[config.mk]
export PLATFORM = sky130hd
export DESIGN_NAME = flag_ckpt_reg
export DESIGN_NICKNAME = d
export VERILOG_FILES = /design/src/rtl/flag_pkg.sv /design/src/rtl/flag_ckpt_fifo.sv /design/src/rtl/flag_ckpt_reg.sv
export SDC_FILE = /design/constraint.sdc
export NUM_CORES = 1
export LEC_CHECK = 0
export BUFFER_PORTS_ARGS = -buffer_cell sky130_fd_sc_hd__buf_4
export CAP_MARGIN = 20
export CORE_ASPECT_RATIO = 0.6
export CORE_UTILIZATION = 25
export DETAILED_ROUTE_END_ITERATION = 7
export HOLD_SLACK_MARGIN = 0.1
export PLACE_DENSITY = 0.43
export SYNTH_ARGS = -nofsm -noshare
export SYNTH_HDL_FRONTEND = slang
export SYNTH_SLANG_ARGS = --single-unit
[constraint.sdc]
create_clock -name clk -period 2.6 [get_ports clk]
set_input_delay 0.78 -clock clk [delete_from_list [all_inputs] [get_ports clk]]
set_output_delay 0.78 -clock clk [all_outputs]
set_load 0.02 [all_outputs]
[src/rtl/flag_pkg.sv]
// Shared definitions for the condition-flag register and its checkpoint FIFO.
package flag_pkg;

    // Bit positions of the architectural condition flags
    localparam int FLAG_Z = 0;
    localparam int FLAG_V = 1;
    localparam int FLAG_N = 2;

    typedef logic [2:0] flag_t;

    // Width of a counter that must hold values 0..depth inclusive
    function automatic int cnt_width(input int depth);
        return (depth < 1) ? 1 : $clog2(depth + 1);
    endfunction

endpackage

[src/rtl/flag_ckpt_fifo.sv]
// Checkpoint FIFO: snapshot storage, wrap-around pointers, occupancy count,
// full/empty decode and sticky protocol-error detection.
module flag_ckpt_fifo
    import flag_pkg::*;
#(
    parameter int WIDTH = 3,
    parameter int DEPTH = 4
) (
    input  logic                        clk,
    input  logic                        rst_n,
    input  logic                        push,
    input  logic                        pop,
    input  logic                        flush,
    input  logic [WIDTH-1:0]            wr_data,
    output logic [WIDTH-1:0]            head,
    output logic [cnt_width(DEPTH)-1:0] count,
    output logic                        full,
    output logic                        empty,
    output logic                        err
);

    localparam int CW = cnt_width(DEPTH);
    localparam int PW = (DEPTH > 1) ? $clog2(DEPTH) : 1;
    localparam logic [PW-1:0] LAST_PTR = PW'(DEPTH - 1);
    localparam logic [CW-1:0] FULL_CNT = CW'(DEPTH);

    logic [WIDTH-1:0] slot_reg [DEPTH];
    logic [PW-1:0]    wr_ptr_reg, wr_ptr_next;
    logic [PW-1:0]    rd_ptr_reg, rd_ptr_next;
    logic [CW-1:0]    count_reg, count_next;
    logic             err_reg, err_next;
    logic             push_ok, pop_ok;

    // Flags come straight from the count register, never from the requests
    assign full  = (count_reg == FULL_CNT);
    assign empty = (count_reg == '0);
    assign count = count_reg;
    assign err   = err_reg;
    assign head  = slot_reg[rd_ptr_reg];

    // Next-state: flush wins; a simultaneous push+pop is legal at either extreme
    always_comb begin
        push_ok     = 1'b0;
        pop_ok      = 1'b0;
        wr_ptr_next = wr_ptr_reg;
        rd_ptr_next = rd_ptr_reg;
        count_next  = count_reg;
        err_next    = err_reg;
        if (flush) begin
            if (empty) begin
                err_next = 1'b1;
            end else begin
                wr_ptr_next = '0;
                rd_ptr_next = '0;
                count_next  = '0;
            end
        end else begin
            push_ok = push && (!full || pop);
            pop_ok  = pop && (!empty || push);
            if ((push && full && !pop) || (pop && empty && !push)) begin
                err_next = 1'b1;
            end
            if (push_ok) begin
                wr_ptr_next = (wr_ptr_reg == LAST_PTR) ? '0 : wr_ptr_reg + 1'b1;
            end
            if (pop_ok) begin
                rd_ptr_next = (rd_ptr_reg == LAST_PTR) ? '0 : rd_ptr_reg + 1'b1;
            end
            if (push_ok && !pop_ok) begin
                count_next = count_reg + 1'b1;
            end else if (pop_ok && !push_ok) begin
                count_next = count_reg - 1'b1;
            end
        end
    end

    // Control state; reset abandons every outstanding snapshot
    always_ff @(posedge clk or negedge rst_n) begin
        if (!rst_n) begin
            wr_ptr_reg <= '0;
            rd_ptr_reg <= '0;
            count_reg  <= '0;
            err_reg    <= 1'b0;
        end else begin
            wr_ptr_reg <= wr_ptr_next;
            rd_ptr_reg <= rd_ptr_next;
            count_reg  <= count_next;
            err_reg    <= err_next;
        end
    end

    // Snapshot storage needs no reset: slots are only read after being written
    always_ff @(posedge clk) begin
        if (push_ok) begin
            slot_reg[wr_ptr_reg] <= wr_data;
        end
    end

endmodule

[src/rtl/flag_ckpt_reg.sv]
// Condition-flag register with per-bit write mask, optional same-cycle bypass
// and a checkpoint FIFO used to roll flags back on a branch mispredict.
module flag_ckpt_reg
    import flag_pkg::*;
#(
    parameter int               NFLAG     = 3,
    parameter int               DEPTH     = 4,
    parameter int               BYPASS    = 0,
    parameter logic [NFLAG-1:0] RESET_VAL = '0
) (
    input  logic                        clk,
    input  logic                        rst_n,
    input  logic                        we,
    input  logic [NFLAG-1:0]            wmask,
    input  logic [NFLAG-1:0]            new_flag,
    output logic [NFLAG-1:0]            flag,
    input  logic                        ckpt_push,
    input  logic                        ckpt_release,
    input  logic                        ckpt_restore,
    output logic [cnt_width(DEPTH)-1:0] ckpt_count,
    output logic                        ckpt_full,
    output logic                        ckpt_empty,
    output logic                        err
);

    logic [NFLAG-1:0] flag_reg, flag_next;
    logic [NFLAG-1:0] masked;
    logic [NFLAG-1:0] head;

    // Per-bit merge of the ALU result with the held value
    genvar gi;
    generate
        for (gi = 0; gi < NFLAG; gi++) begin : g_mask
            assign masked[gi] = wmask[gi] ? new_flag[gi] : flag_reg[gi];
        end
    endgenerate

    // Visible flags: either the register or the in-flight masked write
    generate
        if (BYPASS != 0) begin : g_bypass
            assign flag = we ? masked : flag_reg;
        end else begin : g_nobypass
            assign flag = flag_reg;
        end
    endgenerate

    // Restore owns the cycle; even an empty (erroneous) restore suppresses the write
    always_comb begin
        flag_next = flag_reg;
        if (ckpt_restore) begin
            if (!ckpt_empty) begin
                flag_next = head;
            end
        end else if (we) begin
            flag_next = masked;
        end
    end

    // Architectural flag register
    always_ff @(posedge clk or negedge rst_n) begin
        if (!rst_n) begin
            flag_reg <= RESET_VAL;
        end else begin
            flag_reg <= flag_next;
        end
    end

    // Snapshots capture what the branch logic sees this cycle
    flag_ckpt_fifo #(
        .WIDTH (NFLAG),
        .DEPTH (DEPTH)
    ) u_fifo (
        .clk     (clk),
        .rst_n   (rst_n),
        .push    (ckpt_push),
        .pop     (ckpt_release),
        .flush   (ckpt_restore),
        .wr_data (flag),
        .head    (head),
        .count   (ckpt_count),
        .full    (ckpt_full),
        .empty   (ckpt_empty),
        .err     (err)
    );

endmodule

## After elaboration in Yosys (flattened, before gate mapping)

Memory sizes are Yosys's and may differ from the RTL's.
Cells that the tools add are included.

- Bits in registers: 11
- Memory bits (writable): 12
- Output and inout bits: 9
- Logic and storage cells: 73
- Memories kept: 1

- Add/sub/neg operators: 4
- Equal/unequal tests: 5
- Mux-type cells: 23
- Reduce and logical (&&, ||, !) cells: 33

Memories:

| memory | words | bits a word | rd ports | clocked after memory_dff | wr ports | RTL line | text |
|---|---|---|---|---|---|---|---|
| u_fifo.slot_reg | 4 | 3 | 1 | 0 | 1 | flag_ckpt_fifo.sv:27 | `logic [WIDTH-1:0] slot_reg [DEPTH];` |

Operators by type and width:

| cell | number |
|---|---|
| 3-bit two-way mux | 7 |
| 2-bit two-way mux | 7 |
| 2-bit nonzero test | 7 |
| 1-bit two-way mux | 9 |
| 3-bit AND reduction | 3 |
| 1-bit logical AND | 8 |
| 2-bit AND reduction | 4 |
| 1-bit logical NOT | 6 |
| 2-bit by 1-bit adder with 2-bit output, second input constant | 2 |
| 2-bit == test, second input constant | 2 |
| 3-bit by 1-bit adder with 3-bit output, second input constant | 1 |
| 3-bit == test, second input constant | 1 |
| 3-bit logical NOT | 1 |
| 1-bit logical OR | 3 |
| 3-bit nonzero test | 1 |
| 3-bit by 1-bit subtractor with 3-bit output, second input constant | 1 |
| 2-bit by 1-bit != test with 1-bit output, second input constant | 1 |
| 2-bit != test, second input constant | 1 |

## Depth between registers and ports, before layout

Gate-level depths: netlist of the first run.

- Word-level depth: 9
- Depth in mapped cells: 7

## Cells and area by module

From an unflattened synthesis of the first run, not the netlist that was laid out.

- Cells, all modules: 102
- Area, all modules: 1,252.5 um^2

Modules (own cells, without submodules):

| module | instances | cells an instance | area each (um^2) |
|---|---|---|---|
| flag_ckpt_fifo | 1 | 83 | 1,058.5 |
| flag_ckpt_reg | 1 | 19 | 193.9 |

## Worst setup path before layout of the first run

OpenSTA, ideal clock, no wires.

- Kind: register -> register
- Start point: reg u_fifo.count_reg[0] (netlist: u_fifo.count[0])
- End point: reg u_fifo.count_reg[2] (netlist: u_fifo.count[2])
- Arrival time: 1.900 ns
- Path slack: 0.572 ns
- Cell stages (with the launch flop): 8
- Path buffers: 0
- Clock period less this slack: 2.028 ns
- Cells stage by stage: dfrtp_1 -> nor2_2 -> and2_1 -> nor2_1 -> fa_1 -> nor4b_1 -> o21ai_1 -> a31oi_1

- Word-level cells in the longest chain between the ends: 8
- Elaborated cells between the ends (all ways): 20
- Classes of those cells: add/sub: 2; eq/ne: 2; mux: 3; reduce/logical: 13

RTL lines:

| what | RTL line | text |
|---|---|---|
| from (decl) | flag_ckpt_fifo.sv:30 | `logic [CW-1:0] count_reg, count_next;` |
| from (signal assigned) | flag_ckpt_fifo.sv:87 | `count_reg <= count_next;` |
| 3-bit == test * | flag_ckpt_fifo.sv:35 | `assign full = (count_reg == FULL_CNT);` |
| via ckpt_full | flag_ckpt_reg.sv:21 | `output logic ckpt_full,` |
| 1-bit logical NOT * | flag_ckpt_fifo.sv:58 | `push_ok = push && (!full \|\| pop);` |
| 1-bit logical OR * | flag_ckpt_fifo.sv:58 |  |
| 1-bit logical AND * | flag_ckpt_fifo.sv:58 |  |
| 1-bit logical NOT | flag_ckpt_fifo.sv:71 | `end else if (pop_ok && !push_ok) begin` |
| 1-bit logical AND | flag_ckpt_fifo.sv:71 |  |
| 3-bit nonzero test (no line) | n/a |  |
| 2-bit AND reduction (no line) | n/a |  |

Mark *: on every way through the listed nets, which the timed path passes. The rest lies on a longest branch. The select of a mux whose other input is x is not followed.
A chain may end at the register's enable or synchronous reset.

## Final worst setup path of the first run

- Start point: reg u_fifo.count_reg[0] (netlist: u_fifo.count[0])
- End point: out ckpt_full

- Word-level cells in the longest chain between the ends: 1

RTL lines:

| what | RTL line |
|---|---|
| 3-bit == test | flag_ckpt_fifo.sv:35 |
| to (decl) | flag_ckpt_reg.sv:21 |

Every way passes these cells.

==> metrics, run 1 <==
Post-route DRC 0; most common cell in the netlist edfxtp_1; R2R setup slack approximately 600 ps; yosys warns 0; residual antenna-violating net count after detailed routing 0; status complete, no violations; type of origin of the critical path register; number of synthesized flops with an enable pin 12; fin crit share 82.61%; CTS tree done; RSZ-0062 raised after global routing no; DR WL/cell approximately 14 um; initial antenna violation count 0; Commonest cells post-synth edfxtp_1 (12), dfrtp_1 (11), nand2_1 (9), and2_1 (7); ys flop type edfxtp_1; Max Cap Violations 0; CTS clk-pin slew, worst paths roughly 90 ps; synth unique cells 32; Post-CTS Resized 0; Inst Count DP 186; Finish-stage setup viols 0; setup TNS 0 ps; largest cells by area after synthesis edfxtp_1 (29%), dfrtp_1 (22%), mux2_2 (5.4%); clk_lat worst skew 260 ps; clk_skew ~7 ps; total clock sinks 23; share of cells above drive strength 1 slightly below 30%; synthesized flop and latch total 23; CP endpoint kind output port; GPL Wtd Cong slightly below 0.8; number of port buffers 20; syn nets 124; CTS Buf Count 3; reg-to-reg startpoint u_fifo.count[0]$_DFFE_PN0P_; Fill cells just under 500; worst path required time ~1800 ps; max-slew violations 0; Leak Pwr between 0.5 and 0.6 nW; # IOs 21; Final Core Density between 30% and 40%; row count 19; GRT overflow 0; Power Dens Cells 860.6 mW/mm^2; Hold Fails Final Rpt 0; Post-Syn Instances 107; Slew @ Worst Pin 470.6 ps; Critical Path Fanout Max 6; worst hold path type in2async; die area between 0.005 and 0.006 sq mm; FMAX between 400 and 500 MHz; Root Driver clkbuf_8; max reg flops 12; final cell count without fillers 190; vias per cell 4.505; hold_buf cts 0; Final min period between 2000 and 2500 ps; number of vias in the routed layout roughly 860; total power 1.279 mW; GRT Total Usage between 10% and 20%; Clock Path Buffers 2; Final nets ~150; dominant cell type by area after synthesis edfxtp_1; maximum vdd ir drop 281.0 uV; die height roughly 57 um; Avg Cell Area, Syn about 12 sq um; Post CTS Setup Buffer Count 0; reg2reg path depth 7; r2r endpoint u_fifo.count[2]$_DFFE_PN0P_; drt initial violations 18; n_diodes 0; area grow syn2layout 19.52%; Horiz. Die Dim between 90 and 100 um; async set-reset flop share out of synthesis a little under half; starting density of the core 26.56%; sequential area share after synthesis between 50% and 60%; critical path type reg2out; largest net degree at the start of global routing 14; Detailed Routing Iterations Pass 1 4; Core Area 0.004683 sq mm; htree depth 1; Mapped Area about 0.0012 sq mm; CP arrival roughly 1400 ps; final WL ~2.6 mm; Detail Placement HPWL 2.039 mm; Worst slew margin between 60 and 70%; vias in the first global route 818; first-pass GRT wire length 4.174 mm; Yosys top cell area share between 20 and 30%
==> cell usage in the layout, fill, tap and decap left out, drive strengths merged <==
master / n
a211oi: 2
a21o: 1
a21oi: 6
a221oi: 1
a22o: 2
a31oi: 6
and2: 7
buf: 20
clkbuf: 3
clkinv: 1
dfrtp: 11
edfxtp: 12
fa: 1
ha: 4
inv: 6
mux2: 7
nand2: 9
nand2b: 5
nor2: 5
nor2b: 1
nor3: 2
nor4b: 1
o21ai: 7
o22ai: 4
o31a: 1
o31ai: 1
xor2: 1
==> final cells by class <==
cell class                 instances  area, sq um  share of cell area (%)
clock buffer                       3        41.29                   2.778
tap                               63        78.83                   5.303
multi-input combinational         74        553.0                   37.21
timing repair buffer              20        150.1                   10.10
sequential                        23        635.6                   42.76
clock inverter                     1        5.005                  0.3367
inverter                           6        22.52                   1.515
==> per-layer routing <==
layer,global-route usage (%),wire length (um)
met1,15.33,1437
met2,15.86,1127
met3,2.846,47
met4,1.978,14
met5,0,0
==> worst max-delay path: stages (launching register included) <==
cell and delay [ps]:
dfrtp_1 460, nor2_2 300, and2_1 200, buf_4 140
==> kinds of logic (layout without fill, tap and decap cells) <==
kind of cell	after synthesis	count (layout)	synth area share (%)
compound gates	31	31	17.40
xor+xnor	1	1	0.7044
fa+ha+maj	5	5	5.634
buf+inv	10	30	4.426
flops	23	23	51.11
mux	7	7	6.639
simple gates	30	30	14.08
==> worst max path at each step <==
stage,start,to,slack (ps),depth (start not counted)
floorplan,u_fifo.count[0]$_DFFE_PN0P_,u_fifo.count[2]$_DFFE_PN0P_,570,7
global placement,ckpt_release,u_fifo.count[2]$_DFFE_PN0P_,510,7
detailed placement,ckpt_release,u_fifo.count[2]$_DFFE_PN0P_,480,7
CTS,u_fifo.count[0]$_DFFE_PN0P_,ckpt_full,410,3
global route,u_fifo.count[0]$_DFFE_PN0P_,ckpt_full,370,3
finish,u_fifo.count[0]$_DFFE_PN0P_,ckpt_full,450,3
==> power by group <==
| group | total [mW] | internal (mW) | switching [mW] |
|---|---|---|---|
| combinational | 0.448 | 0.211 | 0.237 |
| clock | 0.223 | 0.107 | 0.116 |
| sequential | 0.608 | 0.492 | 0.116 |
==> metrics by stage <==
step                hold slack [ps]  cell area (sq um)  worst slack (ps)
global route                  341.8               1486             367.4
global placement              456.4               1440             508.2
detailed placement            453.4               1440             480.8
CTS                           342.8               1486             414.0
floorplan                     484.4               1244             571.7
finish                        340.3               1486             452.2
Power figures use the tool's default switching activity.
==> run 2, diff against run 1 <==
clock period = 2.16 ns   (was 2.6 ns; I/O delays follow)
==> run 2 against run 1 <==
Effect of this change: highest routed layer unchanged; clock skew is 4.8 ps lower; count of clock-buffer cells in the layout is 1 higher; worst hold slack got worse by 120 ps; global-route usage is 0.18 points higher.
==> metrics, run 2 (synthesis gave the netlist of run 1 again) <==
Detail Placement HPWL 1.999 mm (was 2.039 mm); M3 GR Usage 3.252% (was 2.846%); vias per cell 4.521 (was 4.505); P_int 996.3 uW (was 809.9 uW); Power Dens Cells 1033 mW/mm^2 (was 860.6 mW/mm^2); GRT overflow 0 (unchanged); CP endpoint kind output port (unchanged); worst hold path type in2async (unchanged); Final Core Density 32.17% (was 31.74%); first-pass GRT wire length 4.126 mm (was 4.174 mm); total clock sinks 23 (unchanged); DR WL/cell 13.48 um (was 13.83 um); reg2reg path depth 7 (unchanged); critical path type reg2out (unchanged); max reg flops 12 (unchanged); R2R setup slack 370 ps (was 600 ps); Leak Pwr 0.6008 nW (was 0.5912 nW); status complete, no violations (unchanged); clk_skew 2.205 ps (was 6.990 ps); r2r endpoint u_fifo.count[2]$_DFFE_PN0P_ (unchanged); die area 0.005270 sq mm (unchanged); CTS clk-pin slew, worst paths 80 ps (was 90 ps); initial antenna violation count 0 (unchanged); GRT busiest layer met1 (was met2); vias in the first global route 791 (was 818); Horiz. Die Dim 93.06 um (unchanged); setup TNS 0 ps (unchanged); P_sw 560.3 uW (was 469.3 uW); final WL 2.588 mm (was 2.627 mm); Finish-stage setup viols 0 (unchanged); clk_lat worst skew 260 ps (about the same); Clock Path Buffers 2 (unchanged); htree depth 1 (unchanged); most common cell after layout, fill and taps aside buf_4 (unchanged); area grow syn2layout 21.13% (was 19.52%); number of vias in the routed layout 868 (was 856); largest net degree at the start of global routing 13 (was 14); worst path required time 1510 ps (was 1820 ps); drt initial violations 31 (was 18); maximum vdd ir drop 340.7 uV (was 281.0 uV); CP arrival 1320 ps (was 1370 ps); GR Util met1 16.65% (was 15.33%); fin crit share roughly 91%; Root Driver clkbuf_8 (unchanged); Core Area 0.004683 sq mm (unchanged); share of cells above drive strength 1 29.46% (was 29.13%); n_diodes 0 (unchanged); number of port buffers 20 (unchanged); Max Cap Violations 0 (unchanged); die height 56.64 um (unchanged); RSZ-0062 raised after global routing no (unchanged); Critical Path Fanout Max 10 (was 6); Slew @ Worst Pin 465.2 ps (was 470.6 ps); GRT Total Usage 10.77% (was 10.59%); switching share of power 35.99% (was 36.68%); Post-route DRC 0 (unchanged); row count 19 (unchanged); Final min period around 2000 ps; CTS Buf Count 3 (unchanged); Post CTS Setup Buffer Count 0 (unchanged); residual antenna-violating net count after detailed routing 0 (unchanged); hold_buf cts 0 (unchanged); CTS tree done (unchanged); FMAX about 510 MHz; commonest cells after routing, fill and taps aside buf_4 (22), edfxtp_1 (12), dfrtp_1 (11) (was buf_4 (20), edfxtp_1 (12), dfrtp_1 (11)); Comb pwr share 36.1% (was 35.0%); Worst slew margin 68.92% (was 68.56%); type of origin of the critical path register (unchanged); Reg power frac 47.0% (was 47.6%); Detailed Routing Iterations Pass 1 4 (unchanged); # IOs 21 (unchanged); max-slew violations 0 (unchanged); starting density of the core 26.56% (unchanged); clock share of power 16.9% (was 17.4%); Cell Area, Placed 0.001455 sq mm (was 0.001440 sq mm); Hold Fails Final Rpt 0 (unchanged); grt met2 use 13.97% (was 15.86%); Post-Layout Inst Area 0.001506 sq mm (was 0.001486 sq mm); reg-to-reg startpoint u_fifo.count[0]$_DFFE_PN0P_ (unchanged); GPL Wtd Cong 0.7148 (was 0.7879); Final nets 147 (was 145)
run 2: through the flow:
stage / power, mW / hold slack [ps] / instances / worst slack [ps]
after global routing: 1.665 / 215.7 / 192 / 50.36
after CTS: 1.569 / 216.5 / 192 / 61.34
final: 1.557 / 218.4 / 192 / 187.1
after floorplan: 1.083 / 352.4 / 107 / 131.7
after global placement: 1.303 / 464.8 / 188 / 208.6
after detailed placement: 1.302 / 466.9 / 188 / 157.2
run 2: how the worst max path moves through the flow:
stage | startpoint | endpoint | cells past startpoint
floorplan | u_fifo.count[0]$_DFFE_PN0P_ | u_fifo.count[2]$_DFFE_PN0P_ | 7
global placement | ckpt_release | u_fifo.count[2]$_DFFE_PN0P_ | 7
detailed placement | ckpt_release | u_fifo.count[2]$_DFFE_PN0P_ | 7
CTS | u_fifo.count[2]$_DFFE_PN0P_ | ckpt_empty | 3
global route | u_fifo.count[2]$_DFFE_PN0P_ | ckpt_empty | 3
finish | u_fifo.count[2]$_DFFE_PN0P_ | ckpt_empty | 3
run 2: cell type report:
type | instances | area [sq um]
Fill cell | 467 | 3177
Sequential cell | 23 | 635.6
Multi-Input combinational cell | 74 | 559.3
Timing Repair Buffer | 22 | 165.2
Tap cell | 63 | 78.83
Clock buffer | 4 | 45.04
Inverter | 6 | 22.52
run 2: critical path, cell delays in order (launching register included):
cell and delay (ps):
dfrtp_1 500, buf_4 210, nor3_4 180, buf_4 180
run 2: per-layer routing:
metal	wire [um]	part of all wire, %	vias up
li1	-	-	436
met1	1429	55	416
met2	1056	41	14
met3	72	2.8	2
met4	30	1.2	0
met5	0	0	-
run 2: timing repair:
action,4_1_cts,5_1_grt
setup endpoints to repair,0,1
gates resized for setup,0,1
endpoints found under the hold margin,0,0
run 2: power groups by stage:
stage / Sequential, mW / Combinational [mW] / Clock [mW]
after global routing: 0.749 / 0.625 / 0.291
after global placement: 0.740 / 0.563 / 0
after detailed placement: 0.739 / 0.562 / 0
final: 0.731 / 0.563 / 0.263
after CTS: 0.730 / 0.565 / 0.275
after floorplan: 0.723 / 0.360 / 0
==> run 3, diff against run 2 <==
CELL_PAD_IN_SITES_DETAIL_PLACEMENT = 0   (was default)
CELL_PAD_IN_SITES_GLOBAL_PLACEMENT = 1   (was default)
PLACE_DENSITY = 0.51   (was 0.43)
clock period = 1.9 ns   (was 2.16 ns; I/O delays follow)
==> run 3 against run 2 <==
Effect of this change: wire length rose by 1.6%; clock power rose by 18%; count of clock-buffer cells in the layout fell by 1; non-clock buffer count rose by 4; sequential share of layout area fell by 0.81 points; power rose by 15%; die area did not move; critical path type unchanged; critical endpoint unchanged; largest cell class unchanged.
==> metrics, run 3 (synthesis gave the netlist of run 1 again) <==
status complete, no violations (unchanged); vias per cell 4.439 (was 4.521); FMAX roughly 550 MHz; Post-route DRC 0 (unchanged); Root Driver clkbuf_8 (unchanged); Detail Placement HPWL 2.049 mm (was 1.999 mm); Clock Path Buffers 2 (unchanged); clk_lat worst skew 270 ps (was 260 ps); WL met3 97 um (was 72 um); Slew @ Worst Pin 452.1 ps (was 465.2 ps); Critical Path Fanout Max 4 (was 10); first-pass GRT wire length 4.340 mm (was 4.126 mm); Comb pwr share 37.5% (was 36.1%); max reg flops 12 (unchanged); FF+latch area 636.9 sq um (was 635.6 sq um); n_diodes 0 (unchanged); number of vias in the routed layout 870 (was 868); Final min period about 1800 ps; worst hold path type in2async (unchanged); drt initial violations 34 (was 31); Worst slew margin 69.80% (was 68.92%); area grow syn2layout 23.74% (was 21.13%); CTS clk-pin slew, worst paths 90 ps (was 80 ps); GRT Total Usage 11.13% (was 10.77%); critical path type reg2out (unchanged); P_int 1.148 mW (was 996.3 uW); htree depth 1 (unchanged); Finish-stage setup viols 0 (unchanged); die area 0.005270 sq mm (unchanged); DR WL/cell 13.41 um (was 13.48 um); setup TNS 0 ps (unchanged); final cell count without fillers 196 (was 192); Final nets 151 (was 147); switching share of power 35.91% (was 35.99%); clock share of power 17.3% (was 16.9%); Final Core Density 32.86% (was 32.17%); # IOs 21 (unchanged); Inst Count DP 192 (was 188); CP arrival 1240 ps (was 1320 ps); Fill cells 463 (was 467); share of cells above drive strength 1 33.83% (was 29.46%); CTS tree done (unchanged); hold_buf cts 0 (unchanged); top sig layer met4 (unchanged); initial antenna violation count 0 (unchanged); max-slew violations 0 (unchanged); Detailed Routing Iterations Pass 1 4 (unchanged); clk_skew 5.357 ps (was 2.205 ps); final WL 2.629 mm (was 2.588 mm); Power Dens Cells 1164 mW/mm^2 (was 1033 mW/mm^2); starting density of the core 26.56% (unchanged); Routed met2 length 1.049 mm (was 1.056 mm); residual antenna-violating net count after detailed routing 0 (unchanged); Hold Fails Final Rpt 0 (unchanged); GPL Wtd Cong 0.7594 (was 0.7148); row count 19 (unchanged); RSZ-0062 raised after global routing no (unchanged); maximum vdd ir drop 363.5 uV (was 340.7 uV); total clock sinks 23 (unchanged); Max Cap Violations 0 (unchanged); largest net degree at the start of global routing 14 (was 13); CTS Buf Count 3 (unchanged); die height 56.64 um (unchanged); commonest cells after routing, fill and taps aside buf_4 (26), edfxtp_1 (12), dfrtp_1 (10) (was buf_4 (22), edfxtp_1 (12), dfrtp_1 (11)); worst path required time 1330 ps (was 1510 ps); fin crit share 95.39%; CP endpoint kind output port (unchanged); area taken by multi-input logic gates 559.3 sq um (unchanged); Reg power frac 45.2% (was 47.0%); Horiz. Die Dim 93.06 um (unchanged); Core Area 0.004683 sq mm (unchanged); most common cell after layout, fill and taps aside buf_4 (unchanged); vias in the first global route 819 (was 791); Leak Pwr 0.6218 nW (was 0.6008 nW); type of origin of the critical path register (unchanged); M1 wire length 1.460 mm (was 1.429 mm); number of port buffers 20 (unchanged); P_sw 643.3 uW (was 560.3 uW); GRT overflow 0 (unchanged)
run 3: cell types whose count changed in the layout (fill, tap and decap cells not counted):
cell,change
nor3_4,-1
dfrtp_2,+1
dfrtp_1,-1
clkinv_2,+1
nor3_2,+1
nor2_4,+1
clkbuf_1,-1
and2_2,+1
nor2_2,-1
and2_1,-1
buf_4,+4
run 3: per-layer routing:
layer / up-vias / global-route usage, %
met2: 16 / 14.29
met3: 2 / 3.252
li1: 441 / -
met4: 0 / 2.637
met5: - / 0
met1: 411 / 17.68
run 3: worst paths after layout:
path,cells past startpoint,slack (ps),start,end
worst max-delay path,3,90,u_fifo.count[0]$_DFFE_PN0P_,ckpt_empty
worst min-delay path,1,130,rst_n,u_fifo.count[1]$_DFFE_PN0P_
worst max register to register,7,190,u_fifo.count[1]$_DFFE_PN0P_,u_fifo.count[2]$_DFFE_PN0P_
worst min register to register,1,480,u_fifo.err$_DFFE_PN0P_,u_fifo.err$_DFFE_PN0P_
max in group asynchronous,1,1600,rst_n,u_fifo.count[1]$_DFFE_PN0P_
min in group clk,1,480,u_fifo.err$_DFFE_PN0P_,u_fifo.err$_DFFE_PN0P_
run 3: per-stage QoR:
step	setup slack, ps	hold WS, ps	total power, mW	cell area (sq um)
finish	87.65	127.3	1.791	1539
global placement	82.23	428.8	1.504	1491
CTS	81.33	135.5	1.809	1538
detailed placement	30.71	429.1	1.496	1491
floorplan	8.208	274.4	1.238	1250
global route	14.87	131.2	1.926	1539
run 3: timing repair:
action	CTS	global route
buffers inserted	0	0
gates resized for setup	0	1
endpoints found under the setup margin	0	1
run 3: area by class of cell:
cell class / count / area share, %
tap: 63 / 5.122
inverter: 6 / 1.463
timing repair buffer: 26 / 12.68
clock buffer: 3 / 2.683
multi-input combinational: 74 / 36.34
clock inverter: 1 / 0.3252
sequential: 23 / 41.38
run 3: critical path, stage by stage, from the launching register on:
cell and delay (ps):
dfrtp_1 430, buf_4 180, nor3_2 190, buf_4 170
run 3: power by group through the flow:
stage | clock network (mW) | logic [mW] | registers (mW)
after CTS | 0.318 | 0.680 | 0.812
after floorplan | 0 | 0.413 | 0.826
after global routing | 0.338 | 0.749 | 0.838
after detailed placement | 0 | 0.674 | 0.822
after global placement | 0 | 0.685 | 0.820
final | 0.310 | 0.673 | 0.809
